### src/rtl/alu_arbiter.sv
`default_nettype none
// ============================================================================
//  Module   : alu_arbiter
//  Purpose  : Round-robin sharing of one single-cycle 32-bit ALU between two
//             requesters. Each operation is accepted via valid/ready, runs
//             from registered operands for one cycle, and its result returns
//             on a registered per-requester response handshake.
//  Options  : ALU_ARB_PERF_EN - builds saturating per-requester grant
//             counters; without it the counter ports are tied to 0.
//  Revision : 1.0 - initial release
// ============================================================================
module alu_arbiter #(
  parameter int CNT_W = 16
) (
  input  logic              clk_i,
  input  logic              reset_i,
  // requester 0
  input  logic              req0_valid_i,
  output logic              req0_ready_o,
  input  logic [31:0]       req0_a_i32,
  input  logic [31:0]       req0_b_i32,
  input  logic [5:0]        req0_funct_i6,
  input  logic [1:0]        req0_alt_ctrl_i2,
  // requester 1
  input  logic              req1_valid_i,
  output logic              req1_ready_o,
  input  logic [31:0]       req1_a_i32,
  input  logic [31:0]       req1_b_i32,
  input  logic [5:0]        req1_funct_i6,
  input  logic [1:0]        req1_alt_ctrl_i2,
  // response channel
  output logic              rsp0_valid_o,
  output logic              rsp1_valid_o,
  input  logic              rsp0_ready_i,
  input  logic              rsp1_ready_i,
  output logic [31:0]       rsp_y_o32,
  output logic              rsp_zero_o,
  // ALU interface
  output logic [31:0]       alu_a_o32,
  output logic [31:0]       alu_b_o32,
  output logic [5:0]        alu_funct_o6,
  output logic [1:0]        alu_alt_ctrl_o2,
  input  logic [31:0]       alu_y_i32,
  input  logic              alu_zero_i,
  // status
  output logic              busy_o,
  output logic [CNT_W-1:0]  grant_cnt0_o,
  output logic [CNT_W-1:0]  grant_cnt1_o
);

  typedef enum logic [1:0] {
    S_IDLE = 2'd0,
    S_EXEC = 2'd1,
    S_RESP = 2'd2
  } state_t;

  state_t       state_q;
  logic [31:0]  a_q;
  logic [31:0]  b_q;
  logic [5:0]   funct_q;
  logic [1:0]   alt_q;
  logic         gid_q;
  logic         last_gid_q;
  logic [31:0]  res_y_q;
  logic         res_zero_q;
  logic         rsp0_valid_q;
  logic         rsp1_valid_q;

  logic         win_valid;
  logic         win_id;
  logic         accept;
  logic         rsp_done;

  // Arbitration: a lone requester wins; on a tie the one not served last wins.
  always_comb begin
    win_valid = req0_valid_i | req1_valid_i;
    win_id    = 1'b0;
    if (req0_valid_i && req1_valid_i) begin
      win_id = ~last_gid_q;
    end else if (req1_valid_i) begin
      win_id = 1'b1;
    end
    // Reset masks ready so nothing is advertised while the block is clearing.
    accept       = (state_q == S_IDLE) && win_valid && !reset_i;
    req0_ready_o = accept && !win_id;
    req1_ready_o = accept &&  win_id;
    rsp_done     = (rsp0_valid_q && rsp0_ready_i) || (rsp1_valid_q && rsp1_ready_i);
  end

  // Control FSM with operand, result and response-valid registers.
  always_ff @(posedge clk_i) begin
    if (reset_i) begin
      state_q      <= S_IDLE;
      a_q          <= 32'd0;
      b_q          <= 32'd0;
      funct_q      <= 6'd0;
      alt_q        <= 2'd0;
      gid_q        <= 1'b0;
      last_gid_q   <= 1'b1;
      res_y_q      <= 32'd0;
      res_zero_q   <= 1'b0;
      rsp0_valid_q <= 1'b0;
      rsp1_valid_q <= 1'b0;
    end else begin
      case (state_q)
        S_IDLE: begin
          if (accept) begin
            a_q        <= win_id ? req1_a_i32       : req0_a_i32;
            b_q        <= win_id ? req1_b_i32       : req0_b_i32;
            funct_q    <= win_id ? req1_funct_i6    : req0_funct_i6;
            alt_q      <= win_id ? req1_alt_ctrl_i2 : req0_alt_ctrl_i2;
            gid_q      <= win_id;
            last_gid_q <= win_id;
            state_q    <= S_EXEC;
          end
        end
        S_EXEC: begin
          // ALU is combinational on the op regs, so its result is ready now.
          res_y_q      <= alu_y_i32;
          res_zero_q   <= alu_zero_i;
          rsp0_valid_q <= !gid_q;
          rsp1_valid_q <=  gid_q;
          state_q      <= S_RESP;
        end
        S_RESP: begin
          if (rsp_done) begin
            rsp0_valid_q <= 1'b0;
            rsp1_valid_q <= 1'b0;
            state_q      <= S_IDLE;
          end
        end
        default: begin
          state_q <= S_IDLE;
        end
      endcase
    end
  end

  assign alu_a_o32       = a_q;
  assign alu_b_o32       = b_q;
  assign alu_funct_o6    = funct_q;
  assign alu_alt_ctrl_o2 = alt_q;
  assign rsp0_valid_o    = rsp0_valid_q;
  assign rsp1_valid_o    = rsp1_valid_q;
  assign rsp_y_o32       = res_y_q;
  assign rsp_zero_o      = res_zero_q;
  assign busy_o          = (state_q != S_IDLE);

`ifdef ALU_ARB_PERF_EN
  localparam logic [CNT_W-1:0] C_CNT_ONE = {{(CNT_W-1){1'b0}}, 1'b1};
  localparam logic [CNT_W-1:0] C_CNT_MAX = {CNT_W{1'b1}};

  logic [CNT_W-1:0] cnt0_q;
  logic [CNT_W-1:0] cnt1_q;

  // Saturating grant counters, stepped on each accept handshake.
  always_ff @(posedge clk_i) begin
    if (reset_i) begin
      cnt0_q <= {CNT_W{1'b0}};
      cnt1_q <= {CNT_W{1'b0}};
    end else begin
      if (req0_ready_o && req0_valid_i && (cnt0_q != C_CNT_MAX)) begin
        cnt0_q <= cnt0_q + C_CNT_ONE;
      end
      if (req1_ready_o && req1_valid_i && (cnt1_q != C_CNT_MAX)) begin
        cnt1_q <= cnt1_q + C_CNT_ONE;
      end
    end
  end

  assign grant_cnt0_o = cnt0_q;
  assign grant_cnt1_o = cnt1_q;
`else
  assign grant_cnt0_o = {CNT_W{1'b0}};
  assign grant_cnt1_o = {CNT_W{1'b0}};
`endif

endmodule
`default_nettype wire

### config.mk
export PLATFORM = sky130hd
export DESIGN_NAME = alu_arbiter
export DESIGN_NICKNAME = d
export VERILOG_FILES = /design/src/rtl/alu_arbiter.sv
export SDC_FILE = /design/constraint.sdc
export NUM_CORES = 1
export LEC_CHECK = 0
export ABC_AREA = 1
export CORE_AREA = 2 2 125 127
export DETAILED_ROUTE_END_ITERATION = 8
export DIE_AREA = 0 0 127 129
export GPL_ROUTABILITY_DRIVEN = 0
export PLACE_DENSITY = 0.76
export SLEW_MARGIN = 25
export SYNTH_ARGS = -nofsm -noshare
export SYNTH_HDL_FRONTEND = slang
export SYNTH_SLANG_ARGS = --single-unit
export TNS_END_PERCENT = 50
### constraint.sdc
create_clock -name clk_i -period 2.2 [get_ports clk_i]
set_input_delay 0.66 -clock clk_i [delete_from_list [all_inputs] [get_ports clk_i]]
set_output_delay 0.66 -clock clk_i [all_outputs]
set_load 0.01 [all_outputs]
==> results.sh, run 1 <==
export IMPL_syn_cell_area_um2=5140
export IMPL_p_seq_frac=0.421
export IMPL_max_stage_delay_ns=0.22
export IMPL_arrival_ns=1.42
export IMPL_cp_start_kind="input pin"
export IMPL_antenna_cells=0
export IMPL_layout_setup_ws_ns=0.122
export IMPL_cts_buffers=9
export IMPL_total_power_mw=5.37
export IMPL_min_period_ns=2.08
export IMPL_die_area_um2=16400
export IMPL_htree_levels=3
export IMPL_vias=5591
export IMPL_ctsHoldBuffers=0
export IMPL_setup_violations=0
export IMPL_postCtsSetupBuffers=0
export IMPL_cp_slowest_cell="dlygate4sd2_1"
export IMPL_path_max_fanout=3
export IMPL_clockBufferDepth=2
export IMPL_slew_violations=0
export IMPL_end_kind="output port"
export IMPL_grt_pass1_wl_mm=26.3
export IMPL_clkSinkCount=111
export IMPL_fillers=1486
export IMPL_fp_coreArea_um2=15000
export IMPL_avgSynthCellArea_um2=6.71
export IMPL_dp_hpwl_mm=11.9
export IMPL_max_slew_margin=0.445
export IMPL_tightest_slew_ns=0.833
export IMPL_drt_iter0_drc=301
export IMPL_p_switching_mw=1.53
export IMPL_tns_ns=0
export IMPL_hold_viol_final=0
export IMPL_vias_per_cell=4.59
export IMPL_dp_slack_ns=-0.640
export IMPL_pin_count=325
export IMPL_outcome="completed"
export IMPL_fin_util=0.552
export IMPL_yosysWarnings=0
export IMPL_leakage_nw=3.42
export IMPL_crit_chain="dlygate4sd2_1, inv_1, nand2_2, nand2_2, nor2_4, nand2_2, inv_1, buf_4"
export IMPL_path_class="input pin to output port"
export IMPL_yosysSeqAreaShare=0.432
export IMPL_p_comb_frac=0.271
export IMPL_cts_resized=14
export IMPL_crit_top_cell="nand2_2"
export IMPL_holdWs_ns=0.464
export IMPL_grt_pass1_vias=5133
export IMPL_ff2ff_path_depth=7
export IMPL_post_drt_wl_per_cell_um=14.2
export IMPL_rows=45
export IMPL_fin_nets=1209
export IMPL_ir_worst_vdd_mv=0.346
export IMPL_clk_pin_slew_worst_paths_ns=0.07
export IMPL_syn_to_final_growth_pct=60.8
export IMPL_powerDensity_nw_per_um2=649
export IMPL_dpl_instance_area_um2=7970
export IMPL_drt_total_wl_mm=17.3
export IMPL_p_int_mw=3.84
export IMPL_crit_start="req0_valid_i"
export IMPL_grt_use_total=0.201
export IMPL_die_width_um=127
export IMPL_fin_skew_ns=0.00450
export IMPL_regToRegStartpoint="last_gid_q"
export IMPL_synth_cell_types=17
export IMPL_drive_above_1_share=0.0417
export IMPL_fin_cells=1218
export IMPL_dr_pass1_iters=7
export IMPL_hp_start="alu_a_o32[30]"
export IMPL_dp_cells=1203
export IMPL_drc_errors=0
export IMPL_hp_class="flip-flop to flip-flop"
export IMPL_antenna_found_initial=0
export IMPL_start_util=0.343
export IMPL_hold_end="alu_a_o32[30]"
export IMPL_period_share=0.945
export IMPL_gr_total_overflow=0
export IMPL_switching_share=0.285
export IMPL_postRouteAntennaNets=0
export IMPL_max_freq_mhz=481
export IMPL_fp_dieH_um=129
export IMPL_max_cap_violations=0
export IMPL_holdPathStages=2
export IMPL_r2r_end="alu_a_o32[21]"
export IMPL_grt_start_max_net_pins=74
export IMPL_cts_tree="yes"
export IMPL_power_frac_clock=0.308
export IMPL_grt_setup_unrepaired="no"
export IMPL_reg2reg_slack_ns=0.48
export IMPL_clock_latency_ns=0.35
export IMPL_finalInstanceArea_um2=8270
export IMPL_clockRootBuffer="clkbuf_16"
export IMPL_synth_seq_cells=111
export IMPL_io_buffers=292
export IMPL_synthesis_instances=766
export IMPL_required_ns=1.54
[flip-flops by register name, indices dropped and copies added (netlist names), 2 cells and up]
name,count
state_q,2
rsp_y_o32,32
alu_b_o32,32
alu_alt_ctrl_o2,2
alu_funct_o6,6
alu_a_o32,32
[Yosys cell counts]
| library cell | instances | area share |
|---|---|---|
| nand2_1 | 300 | 0.22 |
| dfxtp_1 | 111 | 0.43 |
| a21oi_1 | 77 | 0.075 |
| nand3_1 | 75 | 0.073 |
| nor2_1 | 68 | 0.050 |
| buf_4 | 35 | 0.051 |
| o21ai_0 | 33 | 0.032 |
| buf_2 | 26 | 0.025 |
| clkbuf_1 | 15 | 0.011 |
| buf_6 | 7 | 0.015 |
| inv_1 | 6 | 0.0044 |
| buf_1 | 5 | 0.0037 |
| nand2_2 | 3 | 0.0037 |
| nor2_2 | 2 | 0.0024 |
| clkinv_1 | 1 | 0.00073 |
| conb_1 | 1 | 0.00073 |
| inv_2 | 1 | 0.00073 |
[worst max path at each step]
stage	end	slack [ns]	cells past startpoint
floorplan	req0_ready_o	0.18	5
global placement	req1_ready_o	-0.64	8
detailed placement	req1_ready_o	-0.64	8
CTS	req0_ready_o	0.12	7
global route	req1_ready_o	0.04	8
finish	req1_ready_o	0.12	8
[final cells by class]
class | instances | area [um^2] | area share
clock inverters | 5 | 58.8 | 0.00711
well taps | 188 | 235 | 0.0284
inverters | 8 | 30.0 | 0.00363
repair buffers | 306 | 3010 | 0.364
multi-input cells | 590 | 2480 | 0.299
flip-flops and latches | 111 | 2220 | 0.269
clock buffers | 10 | 239 | 0.0289
[layout by cell type, fill, tap and decap left out, types with 2 or more instances in the layout]
master / netlist / final
clkdlybuf4s50_1: 0 / 286
a21oi_1: 77 / 77
conb_1: 1 / 32
o21ai_0: 33 / 33
buf_4: 35 / 15
buf_2: 26 / 3
clkbuf_16: 0 / 9
clkinvlp_4: 0 / 2
dlygate4sd2_1: 0 / 2
dfxtp_1: 111 / 111
nor2_1: 68 / 68
inv_1: 6 / 6
nand2_1: 300 / 297
nand3_1: 75 / 74
nand2_2: 3 / 6
[critical path: cells and delay by family]
family | cells | cell delay, ns
AND/OR/NAND/NOR | 4 | 0.31
buffers and inverters | 4 | 0.44
[routing by layer]
layer | vias to the layer above | share of wire | GRT usage
met1 | 2459 | 0.43 | 0.248
met3 | 29 | 0.077 | 0.0520
met2 | 219 | 0.47 | 0.333
met4 | 0 | 0.025 | 0.0847
met5 | - | 0 | 0
li1 | 2884 | - | -
[power by group through the flow]
stage	sequential (mW)	combinational [mW]	clock, mW
after floorplan	2.38	0.648	0
after global placement	2.30	1.45	0
after detailed placement	2.31	1.46	0
after CTS	2.26	1.47	1.70
after global routing	2.28	1.59	1.78
final	2.26	1.46	1.65
[kinds of logic after synthesis]
logic type,count (synthesis),synth area share
AO/OA/AOI/OAI,110,0.107
other,1,0.000729
flip-flops,111,0.432
buffers and inverters,96,0.112
AND/OR/NAND/NOR,448,0.348
Note: power is estimated with default switching activity, not from simulation.
==> run 2, diff against run 1 <==
GPL_TIMING_DRIVEN = 0   (was not set)
==> run 2 against run 1 <==
Clock skew increased by 0.0070 ns. Highest routed layer unchanged. First-iteration DRC count decreased by 27%. Critical endpoint is now req0_ready_o. Combinational power increased by 9%. Routed wire length increased by 10%.
==> results.sh, run 2 (synthesized netlist as in run 1, its figures left out) <==
export IMPL_required_ns=1.54
export IMPL_drive_above_1_share=0.0921
export IMPL_fin_cells=1296
export IMPL_timing_critical_path_max_delay_family="buffers and inverters"
export IMPL_clk_pin_slew_worst_paths_ns=0.08
export IMPL_grt_use_total=0.223
export IMPL_rows=45
export IMPL_max_freq_mhz=468
export IMPL_path_class="input pin to output port"
export IMPL_max_stage_delay_ns=0.16
export IMPL_crit_chain="buf_4, inv_2, nand3_2, buf_8, nor2_1, buf_2"
export IMPL_dpl_instance_area_um2=8410
export IMPL_htree_levels=3
export IMPL_finalInstanceArea_um2=8760
export IMPL_drc_errors=0
export IMPL_io_buffers=291
export IMPL_cp_slowest_cell="buf_8"
export IMPL_end_kind="output port"
export IMPL_hold_viol_final=0
export IMPL_die_width_um=127
export IMPL_dr_pass1_iters=6
export IMPL_clockRootBuffer="clkbuf_16"
export IMPL_final_cell_mix="297 x nand2_1, 287 x clkdlybuf4s50_1, 111 x dfxtp_1"
export IMPL_tightest_slew_ns=0.608
export IMPL_grt_setup_unrepaired="no"
export IMPL_setup_violations=0
export IMPL_total_power_mw=5.44
export IMPL_grt_pass1_wl_mm=28.6
export IMPL_drt_total_wl_mm=19.1
export IMPL_max_slew_margin=0.595
export IMPL_fp_coreArea_um2=15000
export IMPL_drt_iter0_drc=221
export IMPL_die_area_um2=16400
export IMPL_grt_start_max_net_pins=20
export IMPL_tns_ns=0
export IMPL_powerDensity_nw_per_um2=621
export IMPL_max_cap_violations=0
export IMPL_start_util=0.343
export IMPL_dp_cells=1276
export IMPL_outcome="completed"
export IMPL_postRouteAntennaNets=0
export IMPL_gr_total_overflow=0
export IMPL_critPathBufInv=4
export IMPL_leakage_nw=3.73
export IMPL_cp_start_kind="input pin"
export IMPL_post_drt_wl_per_cell_um=14.7
export IMPL_grt_pass1_vias=5334
export IMPL_antenna_cells=0
export IMPL_cts_buffers=9
export IMPL_vias_per_cell=4.55
export IMPL_final_common_cell="nand2_1"
export IMPL_dp_hpwl_mm=14.4
export IMPL_ir_worst_vdd_mv=0.360
export IMPL_hp_class="flip-flop to flip-flop"
export IMPL_multi_input_area_um2=2490
export IMPL_vias=5892
export IMPL_clkSinkCount=111
export IMPL_ctsHoldBuffers=0
export IMPL_arrival_ns=1.48
export IMPL_path_max_fanout=10
export IMPL_min_period_ns=2.14
export IMPL_fp_dieH_um=129
export IMPL_pin_count=325
export IMPL_period_share=0.971
export IMPL_fin_nets=1286
export IMPL_syn_to_final_growth_pct=70.3
export IMPL_cts_tree="yes"
export IMPL_antenna_found_initial=0
export IMPL_fin_util=0.585
export IMPL_clockBufferDepth=2
export IMPL_slew_violations=0
export IMPL_clock_latency_ns=0.35
export IMPL_ff_latch_area_um2=2220
export IMPL_fin_skew_ns=0.0115
export IMPL_fillers=1444
run 2: cell count changes in the layout (fill, tap and decap cells not counted), sizes merged:
cell           before  now
dlygate4sd2         2    0
bufinv              1    0
clkdlybuf4s50     286  287
inv                 7    9
clkinv              3    5
clkbuf             10   25
buf                18   81
clkinvlp            2    0
run 2: timing repair:
item,CTS,global route
pin swaps,3,1
setup buffers,4,1
gates resized for setup,25,5
setup endpoints to repair,2,2
endpoints found under the hold margin,0,0
run 2: worst min-delay path: stages, from the launching register on:
cell,delay [ns]
dfxtp_1,0.31
nand2_1,0.06
a21oi_1,0.05
run 2: path summary, 6_finish.rpt:
| check | end | slack (ns) | start | depth (start not counted) |
|---|---|---|---|---|
| min | alu_b_o32[22] | 0.46 | alu_b_o32[22] | 2 |
| max | req0_ready_o | 0.06 | reset_i | 6 |
| max reg2reg | alu_a_o32[11] | 0.48 | last_gid_q | 7 |
| min reg2reg | alu_b_o32[22] | 0.46 | alu_b_o32[22] | 2 |
run 2: power breakdown:
| group | switching (mW) | total (mW) | internal [mW] |
|---|---|---|---|
| clock network | 0.797 | 1.58 | 0.787 |
| registers | 0.0886 | 2.26 | 2.18 |
| logic | 0.741 | 1.59 | 0.848 |
run 2: metal layers:
layer	share of wire	up-vias	routed length, um	GRT usage
met5	0	-	0	0
met4	0.022	0	418	0.0730
met3	0.067	27	1280	0.0499
met2	0.47	214	9030	0.377
met1	0.44	2606	8350	0.284
li1	-	3045	-	-
run 2: cell type report:
| class | count | share of cell area |
|---|---|---|
| sequential | 111 | 0.254 |
| timing repair buffer | 296 | 0.335 |
| clock buffer | 10 | 0.0262 |
| buffer | 87 | 0.0639 |
| inverter | 8 | 0.00343 |
| clock inverter | 6 | 0.00600 |
| tap | 188 | 0.0269 |
| multi-input combinational | 590 | 0.285 |
run 2: per-stage QoR:
stage	setup WS [ns]	hold WS (ns)
2_1_floorplan	0.182	0.444
3_3_place_gp	-1.21	0.451
3_5_place_dp	-1.21	0.455
4_1_cts	0.0123	0.464
5_1_grt	0.00107	0.484
6_report	0.0637	0.464
==> RTL change 1 (flow settings as in run 1) <==
Set the parameter `CNT_W` to 32 (it was 16).
--- a/src/rtl/alu_arbiter.sv
+++ b/src/rtl/alu_arbiter.sv
@@ -10,7 +10,7 @@
 //  Revision : 1.0 - initial release
 // ============================================================================
 module alu_arbiter #(
-  parameter int CNT_W = 16
+  parameter int CNT_W = 32
 ) (
   input  logic              clk_i,
   input  logic              reset_i,
Ports: changed (resized grant_cnt0_o and grant_cnt1_o); port bits go from 325 to 357. The function was not compared with the original's and may differ.
==> RTL change 1 against run 1 <==
Cell area is 1.5% higher; setup slack worse by 0.038 ns; sequential cell count stayed put; total power is 1.1% lower; final cell count is 3.0% higher; area after synthesis is 4.7% higher; non-clock buffer count is 2 higher; routed wire length is 1.7% higher; core utilization is 0.83 points higher; largest cell class unchanged.
==> RTL change 1: results (changes against run 1) <==
[power_and_ir_drop]
ir_drop_v = 0.0003919  ; +13%
p_leak_nw = 3.521  ; +3.1%
p_int_mw = 3.720  ; -3.1%

[logic_synthesis]
yosys-top-cells-area = dfxtp_1 (41%), nand2_1 (21%), buf_4 (9.3%)
synth_common_cells = nand2_1 (300), dfxtp_1 (111), a21oi_1 (77)
ys_warn_count = 0  ; unchanged
ys_types = 17  ; unchanged
ys.flop_type = dfxtp_1
async_flop_share_pct = 0  ; unchanged
ys_seq_area_share_pct = 41.29  ; -1.9 points

[placed_design]
dpl_cell_area_sq_um = 8109  ; +1.7%
dpl.hpwl_microns = 12300  ; +3.5%
place_ws_ns = -0.6037  ; +0.03626 ns
port-buffer-count = 292  ; unchanged

[route]
drt_wl_total_microns = 17580  ; +1.7%
drt_iter0_markers = 271  ; -10%
dr.pass1.iters = 6  ; -1
vias = 5718  ; +2.3%

[global_route]
groute.usage.overall_pct = 20.22  ; +0.17 points
grt_max_degree = 74  ; unchanged
antenna_found_initial = 1  ; +1
grt_pass1_wl_microns = 26500  ; +0.68%
grt_pass1_vias = 5014  ; -2.3%

[run_status]
status = complete, no violations

[finish]
nets = 1243  ; +2.8%
drive_gt1_share_pct = 4.225  ; +0.051 points

[timing]
layout_setup_ws_ns = 0.08329  ; -0.03835 ns
finClkSkew_ns = 0.007311  ; +0.002812 ns
worst_pin_slew_ns = 0.8195  ; -0.01342 ns
setup_viol = 0  ; unchanged

[clock_tree]
clockRootBuffer = clkbuf_16
clk_latency_ns = 0.35  ; about the same
post_cts_buffers = 0  ; unchanged
cts.clk_slew.worst_paths_ns = 0.07  ; about the same
numCtsBuffers = 9  ; unchanged
cts_htree_levels = 3  ; unchanged
clk_path_buf_depth = 2  ; unchanged

[setup_path]
path_max_fanout = 2  ; -1
max_stage_delay_ns = 0.24  ; +0.02 ns
crit_arrival_ns = 1.46  ; +0.04 ns
cp_slowest_cell = dlygate4sd2_1
rrSetupSlack_ns = 0.37  ; -0.11 ns

[min_path]
hp-class = register to register

RTL change 1: cell count changes in the layout (fill, tap and decap cells not counted), sizes merged:
cell / before / now
inv: 7 / 9
dlygate4sd2: 2 / 1
conb: 32 / 64
diode: 0 / 1
bufinv: 1 / 0
clkdlybuf4s50: 286 / 287
clkinv: 3 / 4
clkinvlp: 2 / 1
buf: 18 / 20
RTL change 1: cell families after synthesis:
family / Yosys count / share of synthesized area (%)
flip-flops: 111 / 41.29
AND/OR/NAND/NOR: 448 / 33.22
AO/OA/AOI/OAI: 110 / 10.23
buffers and inverters: 128 / 15.18
other: 1 / 0.06968
RTL change 1: critical path, delay by kind of cell:
kind / cells / cell delay (ns)
buf+inv: 5 / 0.62
simple gates: 3 / 0.18
RTL change 1: routing by layer:
layer	GRT usage (%)	wire length (microns)	vias to the layer above
li1	-	-	2925
met1	23.51	7166	2544
met2	35.67	8642	217
met3	5.405	1350	32
met4	7.822	423	0
met5	0	0	-
RTL change 1: path summary, 6_finish.rpt:
check	from	to	cells after the start
max reg2reg	state_q[1]$_SDFFE_PP0P_	alu_a_o32[12]$_SDFFE_PP0P_	6
min	alu_b_o32[17]$_SDFFE_PP0P_	alu_b_o32[17]$_SDFFE_PP0P_	2
min reg2reg	alu_b_o32[17]$_SDFFE_PP0P_	alu_b_o32[17]$_SDFFE_PP0P_	2
max	req0_valid_i	req1_ready_o	8
RTL change 1: final cells by class:
cell class,count,area [sq um]
timing repair buffer,308,3024
sequential,111,2222
antenna,1,2.502
fill,1448,6584
inverter,8,30.03
tap,188,235.2
clock inverter,6,53.80
multi-input combinational,622,2596
clock buffer,10,229.0
RTL change 1: power groups by stage:
| stage | Combinational, mW | Sequential [mW] | Clock [mW] |
|---|---|---|---|
| 3_5_place_dp | 1.48 | 2.31 | 0 |
| 6_report | 1.48 | 2.26 | 1.57 |
| 3_3_place_gp | 1.47 | 2.30 | 0 |
| 5_1_grt | 1.62 | 2.28 | 1.68 |
| 2_1_floorplan | 0.713 | 2.38 | 0 |
| 4_1_cts | 1.49 | 2.26 | 1.61 |
RTL change 1: per-stage QoR:
step           hold WS, ns  cells  TNS [ns]
2_1_floorplan       0.4437    861         0
3_3_place_gp        0.4509   1237    -19.91
3_5_place_dp        0.4549   1237    -22.31
4_1_cts             0.4654   1253         0
5_1_grt             0.4779   1253         0
6_report            0.4647   1254         0
RTL change 1: timing repair:
action,CTS,global route
cloned,0,0
pin swaps,2,0
resized for setup,11,2
endpoints found under the setup margin,2,1
==> RTL change 2 (flow settings as in run 1) <==
Without the edit above. Re-encode `state_t` (3 states) as one-hot, 3 bits wide.
--- a/src/rtl/alu_arbiter.sv
+++ b/src/rtl/alu_arbiter.sv
@@ -48,10 +48,10 @@
   output logic [CNT_W-1:0]  grant_cnt1_o
 );
 
-  typedef enum logic [1:0] {
-    S_IDLE = 2'd0,
-    S_EXEC = 2'd1,
-    S_RESP = 2'd2
+  typedef enum logic [2:0] {
+    S_IDLE = 3'b001,
+    S_EXEC = 3'b010,
+    S_RESP = 3'b100
   } state_t;
 
   state_t       state_q;
Check against the original RTL: same outputs for any inputs over 10 cycles, from zero or initial values and one cycle with reset_i high; not proved beyond that.
==> RTL change 2 against run 1 <==
Cell area rose by 3.0%; sequential cell count rose by 1; total power rose by 7.4%; setup slack got worse by 0.0029 ns; fmax fell by 0.14%; routed wire length rose by 6.4%; first-iteration DRC count fell by 6.0%; hold slack barely moved; synthesized cell count rose by 1.6%; area after synthesis rose by 4.3%; core utilization rose by 1.6 points; critical endpoint is now req0_ready_o; largest power group unchanged.
==> RTL change 2: results (changes against run 1) <==
[run_status]
status = complete, no violations

[logic_synthesis]
ys_seq_area_share_pct = 41.82  ; -1.4 points
synth_compound_area_share_pct = 10.53  ; -0.18 points
synth.most_common_cell = nand2_1
ys_warn_count = 0  ; unchanged
synthAdderAreaFrac_pct = 0  ; unchanged
synth-xor-area-share_pct = 0  ; unchanged
ys_types = 21  ; +4
ys.flop_type = dfxtp_1
synth_top_family_by_area = simple AND/OR/NAND/NOR gates
yosys-top-cells-area = dfxtp_1 (42%), nand2_1 (16%), nand3_1 (14%)
synth_common_cells = nand2_1 (228), nand3_1 (148), dfxtp_1 (112)

[global_route]
groute.usage.overall_pct = 21.89  ; +1.8 points
use_met1_pct = 27.44  ; +2.6 points
use_met3_pct = 7.027  ; +1.8 points
grt_pass1_wl_microns = 28810  ; +9.4%
antenna_found_initial = 0  ; unchanged
grt_pass1_vias = 5533  ; +7.8%
grt_max_degree = 76  ; +2.7%
use_met2_pct = 35.93  ; +2.6 points

[setup_path]
crit_path_end = req0_ready_o
r2r_start = state_q[2]$_SDFFE_PP0P_
rrSetupSlack_ns = 0.45  ; -0.03 ns
r2r_end = alu_b_o32[19]$_SDFFE_PP0P_
r2r_cells = 7  ; unchanged
cp_slowest_cell = dlygate4sd2_1
max_stage_delay_ns = 0.27  ; +0.05 ns
path_max_fanout = 3  ; unchanged
path_delay_family = buffers and inverters
crit_arrival_ns = 1.42  ; about the same

[placed_design]
port-buffer-count = 292  ; unchanged
dpl.hpwl_microns = 12380  ; +4.2%

[route]
wl_met2_microns = 8548  ; +5.7%
avgViaCountPerCell = 4.834  ; +5.3%
top_layer = met4
wl_per_cell_microns = 14.99  ; +5.6%
dr.pass1.iters = 4  ; -3
dr_wl_met3_microns = 1771  ; +33%
wirelength_met1_microns = 7787  ; +4.6%
drt_iter0_markers = 283  ; -6.0%

[finish]
fillers = 1454  ; -2.2%
nets = 1217  ; +0.66%
drive_gt1_share_pct = 5.005  ; +0.83 points
antenna_cells = 0  ; unchanged

[power_and_ir_drop]
p_int_mw = 3.977  ; +3.6%
ir_drop_v = 0.0003797  ; +9.7%
p_leak_nw = 3.518  ; +3.0%

[timing]
finClkSkew_ns = 0.006779  ; +0.002280 ns
worst_pin_slew_ns = 0.8690  ; +0.03615 ns

[clock_tree]
cts_htree_levels = 3  ; unchanged
post_cts_buffers = 0  ; unchanged
cts_resized = 7  ; -7
numCtsBuffers = 9  ; unchanged
cts.clk_slew.worst_paths_ns = 0.07  ; about the same

[min_path]
hp-class = register to register
whs_endpoint = alu_a_o32[30]$_SDFFE_PP0P_

-- RTL change 2: per-stage QoR --
stage / hold WS, ns / worst slack [ns] / instance area, sq um / cells
final: 0.4640 / 0.1187 / 8513 / 1227
after global routing: 0.4857 / 0.04837 / 8513 / 1227
after CTS: 0.4663 / 0.02202 / 8523 / 1227
after detailed placement: 0.4543 / -0.5581 / 8214 / 1211
after global placement: 0.4511 / -0.5430 / 8214 / 1211
after floorplan: 0.4483 / 0.2177 / 5478 / 809
-- RTL change 2: area by class of cell --
type	instances	share of cell area [%]
Inverter	6	0.2792
Clock buffer	9	2.646
Tap cell	188	2.763
Multi-Input combinational cell	595	30.92
Clock inverter	7	0.9553
Sequential cell	112	26.34
Timing Repair Buffer	310	36.10
-- RTL change 2: power groups by stage --
stage                     clock network, mW  registers, mW  logic, mW
after floorplan                           0           2.43      0.855
after global placement                    0           2.34       1.76
after detailed placement                  0           2.35       1.77
after CTS                              1.73           2.30       1.78
after global routing                   1.82           2.33       1.93
final                                  1.70           2.30       1.76
